`config.mk`:
```
export PLATFORM = sky130hd
export DESIGN_NAME = apb_master_bridge
export DESIGN_NICKNAME = d
export VERILOG_FILES = /design/src/rtl/apb_pkg.sv /design/src/rtl/apb_cmd_fifo.sv /design/src/rtl/apb_master_bridge.sv
export SDC_FILE = /design/constraint.sdc
export NUM_CORES = 1
export LEC_CHECK = 0
export CORE_MARGIN = 4
export CORE_UTILIZATION = 35
export DETAILED_ROUTE_END_ITERATION = 12
export HOLD_SLACK_MARGIN = 0.12
export PLACE_DENSITY = 0.61
export SETUP_SLACK_MARGIN = 0.5
export SKIP_CTS_REPAIR_TIMING = 1
export SLEW_MARGIN = 20
export SYNTH_ARGS = -nofsm -noshare
export SYNTH_HDL_FRONTEND = slang
export SYNTH_HIERARCHICAL = 1
export SYNTH_SLANG_ARGS = --single-unit
```
`constraint.sdc`:
```
create_clock -name pclk -period 5.4 [get_ports pclk]
set_input_delay 0.54 -clock pclk [delete_from_list [all_inputs] [get_ports pclk]]
set_output_delay 0.54 -clock pclk [all_outputs]
set_load 0.02 [all_outputs]
```
`src/rtl/apb_pkg.sv`:
```
// Shared types for the APB master bridge: FSM states, the queued command record
// and the data word returned by a timed-out transfer.
package apb_pkg;

    localparam int APB_ADDR_WIDTH = 5;
    localparam int APB_DATA_WIDTH = 32;

    localparam logic [31:0] APB_TIMEOUT_DATA = 32'hBADC_0FFE;

    typedef enum logic [1:0] {
        IDLE,
        SETUP,
        ACCESS
    } apb_mst_state_t;

    typedef struct packed {
        logic                      write;
        logic [APB_ADDR_WIDTH-1:0] addr;
        logic [APB_DATA_WIDTH-1:0] wdata;
    } apb_cmd_t;

endpackage

```
`src/rtl/apb_cmd_fifo.sv`:
```
// Synchronous command FIFO with extra-MSB pointers; full/empty come from the MSB compare.
// Entry type defaults to apb_cmd_t and is overridden by the bridge to match its widths.
module apb_cmd_fifo
    import apb_pkg::*;
#(
    parameter int  DEPTH   = 4,
    parameter type entry_t = apb_cmd_t
) (
    input  logic   pclk,
    input  logic   presetn,
    input  logic   i_push,
    input  entry_t i_push_data,
    input  logic   i_pop,
    output entry_t o_head,
    output logic   o_full,
    output logic   o_empty
);

    localparam int PTR_W = $clog2(DEPTH);

    logic [PTR_W:0] r_wr_ptr;
    logic [PTR_W:0] r_rd_ptr;
    entry_t         r_mem [DEPTH];

    always_ff @(posedge pclk or negedge presetn) begin
        if (!presetn) begin
            r_wr_ptr <= '0;
            r_rd_ptr <= '0;
        end else begin
            if (i_push) r_wr_ptr <= r_wr_ptr + {{PTR_W{1'b0}}, 1'b1};
            if (i_pop)  r_rd_ptr <= r_rd_ptr + {{PTR_W{1'b0}}, 1'b1};
        end
    end

    // NOTE: storage has no reset; the pointers alone decide which entries are live.
    always_ff @(posedge pclk) begin
        if (i_push) r_mem[r_wr_ptr[PTR_W-1:0]] <= i_push_data;
    end

    assign o_head  = r_mem[r_rd_ptr[PTR_W-1:0]];
    assign o_empty = (r_wr_ptr == r_rd_ptr);
    assign o_full  = (r_wr_ptr[PTR_W] != r_rd_ptr[PTR_W]) &&
                     (r_wr_ptr[PTR_W-1:0] == r_rd_ptr[PTR_W-1:0]);

endmodule

```
`src/rtl/apb_master_bridge.sv`:
```
// Valid/ready command in, APB SETUP/ACCESS out, valid/ready response back; one transfer at a time.
// Optional ACCESS watchdog enabled by defining APB_MASTER_TIMEOUT_EN.
module apb_master_bridge
    import apb_pkg::*;
#(
    parameter int ADDR_WIDTH     = 5,
    parameter int DATA_WIDTH     = 32,
    parameter int CMD_DEPTH      = 4
`ifdef APB_MASTER_TIMEOUT_EN
    ,
    parameter int TIMEOUT_CYCLES = 16
`endif
) (
    input  logic                  pclk,
    input  logic                  presetn,
    input  logic                  cmd_valid,
    output logic                  cmd_ready,
    input  logic                  cmd_write,
    input  logic [ADDR_WIDTH-1:0] cmd_addr,
    input  logic [DATA_WIDTH-1:0] cmd_wdata,
    output logic                  rsp_valid,
    input  logic                  rsp_ready,
    output logic [DATA_WIDTH-1:0] rsp_rdata,
    output logic                  rsp_err,
    output logic                  busy,
    output logic                  psel,
    output logic                  penable,
    output logic                  pwrite,
    output logic [ADDR_WIDTH-1:0] paddr,
    output logic [DATA_WIDTH-1:0] pwdata,
    input  logic [DATA_WIDTH-1:0] prdata,
    input  logic                  pready,
    input  logic                  pslverr
);

    typedef struct packed {
        logic                  write;
        logic [ADDR_WIDTH-1:0] addr;
        logic [DATA_WIDTH-1:0] wdata;
    } cmd_t;

    apb_mst_state_t        r_state, w_state_nxt;
    logic [ADDR_WIDTH-1:0] r_paddr, w_paddr_nxt;
    logic [DATA_WIDTH-1:0] r_pwdata, w_pwdata_nxt;
    logic                  r_pwrite, w_pwrite_nxt;
    logic                  r_rsp_valid, w_rsp_valid_nxt;
    logic [DATA_WIDTH-1:0] r_rsp_rdata, w_rsp_rdata_nxt;
    logic                  r_rsp_err, w_rsp_err_nxt;

    logic w_push, w_pop, w_full, w_empty, w_timeout;
    cmd_t w_push_data, w_head;

    assign cmd_ready   = !w_full && presetn;
    assign w_push      = cmd_valid && cmd_ready;
    assign w_push_data = '{write: cmd_write, addr: cmd_addr, wdata: cmd_wdata};

    apb_cmd_fifo #(
        .DEPTH   (CMD_DEPTH),
        .entry_t (cmd_t)
    ) u_cmd_fifo (
        .pclk        (pclk),
        .presetn     (presetn),
        .i_push      (w_push),
        .i_push_data (w_push_data),
        .i_pop       (w_pop),
        .o_head      (w_head),
        .o_full      (w_full),
        .o_empty     (w_empty)
    );

`ifdef APB_MASTER_TIMEOUT_EN
    localparam int TO_W = $clog2(TIMEOUT_CYCLES + 1);
    logic [TO_W-1:0] r_to_cnt;

    // Counts ACCESS cycles already spent waiting; the last allowed one fires the timeout.
    always_ff @(posedge pclk or negedge presetn) begin
        if (!presetn)                         r_to_cnt <= '0;
        else if (r_state == SETUP)            r_to_cnt <= '0;
        else if (r_state == ACCESS && !pready) r_to_cnt <= r_to_cnt + TO_W'(1);
    end

    assign w_timeout = (r_to_cnt == TO_W'(TIMEOUT_CYCLES - 1));
`else
    assign w_timeout = 1'b0;
`endif

    // NOTE: every next-state value is defaulted first so no branch can infer a latch.
    always_comb begin
        w_state_nxt     = r_state;
        w_paddr_nxt     = r_paddr;
        w_pwrite_nxt    = r_pwrite;
        w_pwdata_nxt    = r_pwdata;
        w_rsp_valid_nxt = r_rsp_valid;
        w_rsp_rdata_nxt = r_rsp_rdata;
        w_rsp_err_nxt   = r_rsp_err;
        w_pop           = 1'b0;

        if (r_rsp_valid && rsp_ready) w_rsp_valid_nxt = 1'b0;

        case (r_state)
            IDLE: begin
                if (!w_empty && (!r_rsp_valid || rsp_ready)) begin
                    w_pop        = 1'b1;
                    w_state_nxt  = SETUP;
                    w_paddr_nxt  = w_head.addr;
                    w_pwrite_nxt = w_head.write;
                    w_pwdata_nxt = w_head.wdata;
                end
            end
            SETUP: w_state_nxt = ACCESS;
            ACCESS: begin
                if (pready) begin
                    w_state_nxt     = IDLE;
                    w_rsp_valid_nxt = 1'b1;
                    w_rsp_err_nxt   = pslverr;
                    w_rsp_rdata_nxt = r_pwrite ? '0 : prdata;
                end else if (w_timeout) begin
                    w_state_nxt     = IDLE;
                    w_rsp_valid_nxt = 1'b1;
                    w_rsp_err_nxt   = 1'b1;
                    w_rsp_rdata_nxt = DATA_WIDTH'(APB_TIMEOUT_DATA);
                end
            end
            default: w_state_nxt = IDLE;
        endcase
    end

    always_ff @(posedge pclk or negedge presetn) begin
        if (!presetn) begin
            r_state     <= IDLE;
            r_paddr     <= '0;
            r_pwrite    <= 1'b0;
            r_pwdata    <= '0;
            r_rsp_valid <= 1'b0;
            r_rsp_rdata <= '0;
            r_rsp_err   <= 1'b0;
        end else begin
            r_state     <= w_state_nxt;
            r_paddr     <= w_paddr_nxt;
            r_pwrite    <= w_pwrite_nxt;
            r_pwdata    <= w_pwdata_nxt;
            r_rsp_valid <= w_rsp_valid_nxt;
            r_rsp_rdata <= w_rsp_rdata_nxt;
            r_rsp_err   <= w_rsp_err_nxt;
        end
    end

    assign psel      = (r_state != IDLE);
    assign penable   = (r_state == ACCESS);
    assign paddr     = r_paddr;
    assign pwrite    = r_pwrite;
    assign pwdata    = r_pwdata;
    assign rsp_valid = r_rsp_valid;
    assign rsp_rdata = r_rsp_rdata;
    assign rsp_err   = r_rsp_err;
    assign busy      = !w_empty || (r_state != IDLE) || r_rsp_valid;

endmodule

```
==> impl_metrics.ini, run 1 <==
[pwr]
switching_share_pct = 30.4
p_seq_share_pct = 39.9
intPower_mw = 4.59
combPwrFrac_pct = 33.6
p_per_area_mw_per_mm2 = 575
leakage_nw = 4.10
peakVddDrop_uv = 292
switchingPower_mw = 2.00
pwr-share-clk_pct = 26.5

[synthesis]
ys_types = 27
synth_nets = 545
ys_ff_latch = 232
yosys-top-cells-area = edfxtp_1 (52%), dfrtp_1 (23%), mux4_2 (9.7%)
synth_largest_area_cell = edfxtp_1
syn_area_sq_mm = 0.00881
syn_area_per_cell_sq_um = 19.0
syn_inst = 464
ys_warn_count = 6
yosysTopAreaCellShare_pct = 51.8
yosysSeqAreaShare_pct = 74.5

[clock_tree]
clockBufferDepth = 3
cts_tree = built
clock_sinks = 232
clkTransAtPathRegs_ps = 60
cts_root_buf = clkbuf_16
cts_buffers = 24
cts_max_level = 1
insertion_delay_ps = 510

[worst_hold_path]
min_path_type = reg2reg

[global_route]
grt_pass1_vias = 4914
grt_usage_pct = 12.9
grt_overflow_total = 0
antenna_found_initial = 0
grt_pass1_wl_mm = 28.6
grt_max_degree = 53

[sta]
timing.final.crit_share_pct = 71.7
final.setup_skew_ps = 15.6
finalSetupViolCount = 0
setup_ws_ps = 1530
slew_violations = 0
grt_setup_unrepaired = false
fin_crit_ps = 3870
worst_pin_slew_ps = 1090
fmax_ghz = 0.258
totalNegativeSetupSlack_ps = 0
holdWs_ps = 485
finalHoldViolCount = 0
relSlewSlack_pct = 27.6

[final_layout]
final_util_pct = 46.7
nets = 704
syn_to_final_growth_pct = 29.9
postLayoutCellArea_sq_mm = 0.0115
drive_above_1_share_pct = 19.5
antennaDiodeCount = 0
final_common_cell = edfxtp_1
final_cell_mix = edfxtp_1 (152), clkdlybuf4s50_1 (150), dfrtp_1 (78)

[worst_setup_path]
crit_required_ps = 4860
critPathKind = reg2out
cp-end-kind = output port
critPathLaunchType = flip-flop
cp.arrival_ps = 3330
crit_fanout = 41

[drt]
ant_nets = 0
vias = 4558
firstDrtPassIters = 4
drtIter0Drc = 351
routed_via_density = 4.72
drcViolationCount = 0
routedWlPerCell_um = 18.7
routed_wl_mm = 18.0

[floorplan]
fp.dieH_um = 167
design.core.area_sq_mm = 0.0245
initial_core_util_pct = 35.9
die_area_sq_mm = 0.0278
rows = 57
die_w_um = 167
io_pins = 152

[placement]
gp_congestion = 0.756
placed_area_sq_mm = 0.0106
pre_cts_slack_ps = 2020
portBuffers = 151
dpl.hpwl_mm = 11.3

[outcome]
status = complete, no violations

[job]
max_cap_viol_count = 0
[layout make-up]
type | instances | area [sq um]
Fill cell | 2084 | 13100
Clock buffer | 27 | 632
Clock inverter | 17 | 229
Multi-Input combinational cell | 207 | 2060
Sequential cell | 232 | 6570
Tap cell | 324 | 405
Timing Repair Buffer | 156 | 1550
Inverter | 2 | 7.51
[routing by layer]
metal | up-vias | wire, um | GRT usage, %
li1 | 2085 | - | -
met1 | 2285 | 8230 | 18.2
met2 | 164 | 8360 | 20.5
met3 | 24 | 1100 | 3.18
met4 | 0 | 337 | 2.60
met5 | - | 0 | 0
[critical path, stage by stage (launching register included)]
cell and delay (ps):
dfrtp_4 980, xor2_1 210, nor3b_1 560, or3b_2 510
clkdlybuf4s50_1 550
[final timing paths]
kind                                        start                 endpoint  slack, ps  cells after the start
setup / recovery           u_cmd_fifo/r_rd_ptr[0]                     busy       1530                      4
hold / removal                          pwdata[4]                pwdata[4]        490                      1
setup reg to reg           u_cmd_fifo/r_rd_ptr[0]  u_cmd_fifo/r_mem[2][22]       2260                      5
hold reg to reg                         pwdata[4]                pwdata[4]        490                      1
max in group asynchronous                 presetn   u_cmd_fifo/r_rd_ptr[1]       3770                      3
min in group asynchronous                 presetn            rsp_rdata[30]        530                      2
[through the flow]
stage / cells / total power, mW
final: 965 / 6.59
after detailed placement: 920 / 4.92
after floorplan: 464 / 4.07
after global placement: 920 / 4.86
after CTS: 964 / 6.71
after global routing: 965 / 6.96
[cells by family (layout without fill, tap and decap cells)]
logic type,Yosys count,count (layout),share of synthesized area [%]
buffers and inverters,25,202,2.21
XOR/XNOR,7,7,0.696
flip-flops,232,232,74.5
adder cells (fa/ha/maj),5,5,0.710
AO/OA/AOI/OAI,33,33,1.87
multiplexers,79,79,14.9
AND/OR/NAND/NOR,83,83,5.07
[state kept, by name, summed over array words and instances (netlist names), 2 cells and up]
name,cells
u_cmd_fifo/r_mem,152
pwdata,32
rsp_rdata,32
paddr,5
u_cmd_fifo/r_rd_ptr,3
u_cmd_fifo/r_wr_ptr,3
r_state,2
[power by group through the flow]
stage | Combinational, mW | Clock [mW] | Sequential, mW
finish | 2.21 | 1.75 | 2.63
global route | 2.38 | 1.88 | 2.70
CTS | 2.26 | 1.81 | 2.65
detailed placement | 2.24 | 0 | 2.68
global placement | 2.20 | 0 | 2.66
floorplan | 1.25 | 0 | 2.82
[synth_stat cells]
master    instances
and2_1            5
buf_1             2
buf_12            4
buf_2             5
buf_4             2
buf_6             3
clkbuf_1          7
dfrtp_1          80
edfxtp_1        152
ha_1              5
inv_1             2
mux2_1            9
mux2_2           32
mux4_2           38
nand2_1          34
nand2b_1         33
nand3b_1          1
nor2_1            1
nor2b_1           3
nor3_1            2
nor3_4            1
nor3b_1           1
o21ai_0          33
or2_4             1
or3b_2            1
xnor2_1           2
xor2_1            5
Note: power is estimated with default switching activity, not from simulation.
==> run 2, diff against run 1 <==
--- a/config.mk
+++ b/config.mk
@@ -9,7 +9,7 @@
 export CORE_UTILIZATION = 35
 export DETAILED_ROUTE_END_ITERATION = 12
 export HOLD_SLACK_MARGIN = 0.12
-export PLACE_DENSITY = 0.61
+export PLACE_DENSITY = 0.63
 export SETUP_SLACK_MARGIN = 0.5
 export SKIP_CTS_REPAIR_TIMING = 1
 export SLEW_MARGIN = 20
==> constraint.sdc (replaced) <==
create_clock -name pclk -period 3.3 [get_ports pclk]
set_input_delay 0.33 -clock pclk [delete_from_list [all_inputs] [get_ports pclk]]
set_output_delay 0.33 -clock pclk [all_outputs]
set_load 0.02 [all_outputs]
==> run 2 against run 1 <==
Compared with the run above: via count increased by 0.48%; setup slack got worse by 700 ps; non-clock buffer count increased by 11; clock-buffer cell count increased by 5; clock skew increased by 5.1 ps; sequential share of layout area decreased by 0.83 points; register-to-register slack got worse by 1300 ps; clock power increased by 70%; power increased by 66%; global-route usage increased by 0.47 points; routed wire length increased by 2.8%; largest cell class unchanged; largest power group unchanged.
==> impl_metrics.ini, run 2 (synthesis gave the netlist of run 1 again) <==
[global_route]
grt_use_met1_pct = 17.4
grt_overflow_total = 0
grt_pass1_vias = 5134
grt_use_met3_pct = 4.01
grt_usage_pct = 13.3
grt_pass1_wl_mm = 29.6
antenna_found_initial = 1
grt_max_degree = 52
gr-usage-met2_pct = 22.5
grt_busiest_layer = met2

[final_layout]
antennaDiodeCount = 0
drive_above_1_share_pct = 20.3
final_util_pct = 47.4
nFillCells = 2122
multi_input_area_sq_mm = 0.00206
regArea_sq_mm = 0.00657
largest_reg_flops = 152
stdcell_count = 980
final_common_cell = edfxtp_1
syn_to_final_growth_pct = 31.9
final_cell_mix = edfxtp_1 (152), clkdlybuf4s50_1 (149), dfrtp_1 (78)
nets = 717

[pwr]
switchingPower_mw = 3.31
switching_share_pct = 30.3
pwr-share-clk_pct = 27.1
p_per_area_mw_per_mm2 = 941
leakage_nw = 4.17
combPwrFrac_pct = 35.0
p_seq_share_pct = 37.8
intPower_mw = 7.62
peakVddDrop_uv = 528

[placement]
dp_cells = 930
portBuffers = 151
gp_congestion = 0.751
dpl.hpwl_mm = 11.8

[drt]
firstDrtPassIters = 6
vias = 4580
ant_nets = 0
routedWlPerCell_um = 18.9
drtIter0Drc = 327
routed_via_density = 4.67
drcViolationCount = 0
routed_wl_mm = 18.5

[clock_tree]
insertion_delay_ps = 530
cts_buffers = 26
cts_root_buf = clkbuf_16
clock_sinks = 232
cts_tree = built
cts_max_level = 1
clkTransAtPathRegs_ps = 50
clockBufferDepth = 3

[sta]
fin_crit_ps = 2470
finalHoldViolCount = 0
relSlewSlack_pct = 42.9
holdWs_ps = 400
slew_violations = 0
grt_setup_unrepaired = false
finalSetupViolCount = 0
fmax_ghz = 0.404
worst_pin_slew_ps = 856
timing.final.crit_share_pct = 75.0
totalNegativeSetupSlack_ps = 0
final.setup_skew_ps = 20.6

[outcome]
status = complete, no violations

[floorplan]
rows = 57
io_pins = 152
initial_core_util_pct = 35.9
die_area_sq_mm = 0.0278
design.core.area_sq_mm = 0.0245
fp.dieH_um = 167
die_w_um = 167

[worst_setup_path]
crit_required_ps = 2970
r2r-end = u_cmd_fifo/r_mem[1][32]
path_delay_family = buffers and inverters
crit-reg2reg-launch = u_cmd_fifo/r_rd_ptr[0]
critPathBufInv = 1
cp-end-kind = output port
cp.depth = 4
critPathKind = reg2out
r2r_cells = 6
crit_fanout = 2
r2r_slack_ps = 940
max_stage_delay_ps = 650
cp.arrival_ps = 2140
crit_chain = xor2_1 -> nor3_1 -> nor2b_1 -> clkdlybuf4s50_1
critPathLaunchType = flip-flop
slowest_stage = clkdlybuf4s50_1

[worst_hold_path]
min_to = rsp_rdata[6]
min_from = prdata[6]
whs_path_depth = 3
min_path_type = in2reg

[job]
max_cap_viol_count = 0
[run 2: cell types whose count changed in the layout (fill, tap and decap cells not counted), sizes merged]
| cell | previous run | this run |
|---|---|---|
| clkdlybuf4s50 | 150 | 149 |
| dlymetal6s2s | 0 | 1 |
| buf | 5 | 16 |
| clkinv | 10 | 9 |
| clkbuf | 27 | 32 |
[run 2: power groups by stage]
stage               combinational (mW)  clock, mW  sequential [mW]
floorplan                         2.05          0             4.60
global placement                  3.85          0             4.16
detailed placement                3.90          0             4.20
CTS                               3.91       3.06             4.15
global route                      4.15       3.20             4.22
finish                            3.83       2.97             4.13
[run 2: worst max path at each step]
stage | slack [ps] | from | to
floorplan | 810 | u_cmd_fifo/r_rd_ptr[0] | u_cmd_fifo/r_mem[3][0]
global placement | 770 | u_cmd_fifo/r_rd_ptr[0] | busy
global route | 690 | u_cmd_fifo/r_wr_ptr[0] | cmd_ready
detailed placement | 750 | u_cmd_fifo/r_rd_ptr[0] | busy
CTS | 170 | u_cmd_fifo/r_rd_ptr[0] | busy
finish | 830 | u_cmd_fifo/r_rd_ptr[0] | cmd_ready
[run 2: layout make-up]
class | count | area share [%]
clock buffers | 32 | 5.79
clock inverters | 16 | 1.98
inverters | 2 | 0.0646
multi-input cells | 207 | 17.8
flip-flops and latches | 232 | 56.5
well taps | 324 | 3.49
repair buffers | 167 | 14.4
[run 2: worst reg2reg max path, stage by stage, from the launching register on]
cell and delay, ps:
dfrtp_4 470, xor2_1 240, nor3_1 80, nor2b_1 180
and2_1 280, and2_2 530, buf_12 270
[run 2: per-layer routing]
metal,wire length (um),up-vias
li1,-,2095
met1,8080,2300
met2,8810,157
met3,1350,26
met4,276,2
met5,13,-
[run 2: stage by stage]
stage	cell area, sq um	setup WS (ps)	total power [mW]
floorplan	8820	809	6.66
global route	11600	689	11.6
detailed placement	10700	746	8.10
global placement	10700	772	8.01
CTS	11600	173	11.1
finish	11600	825	10.9
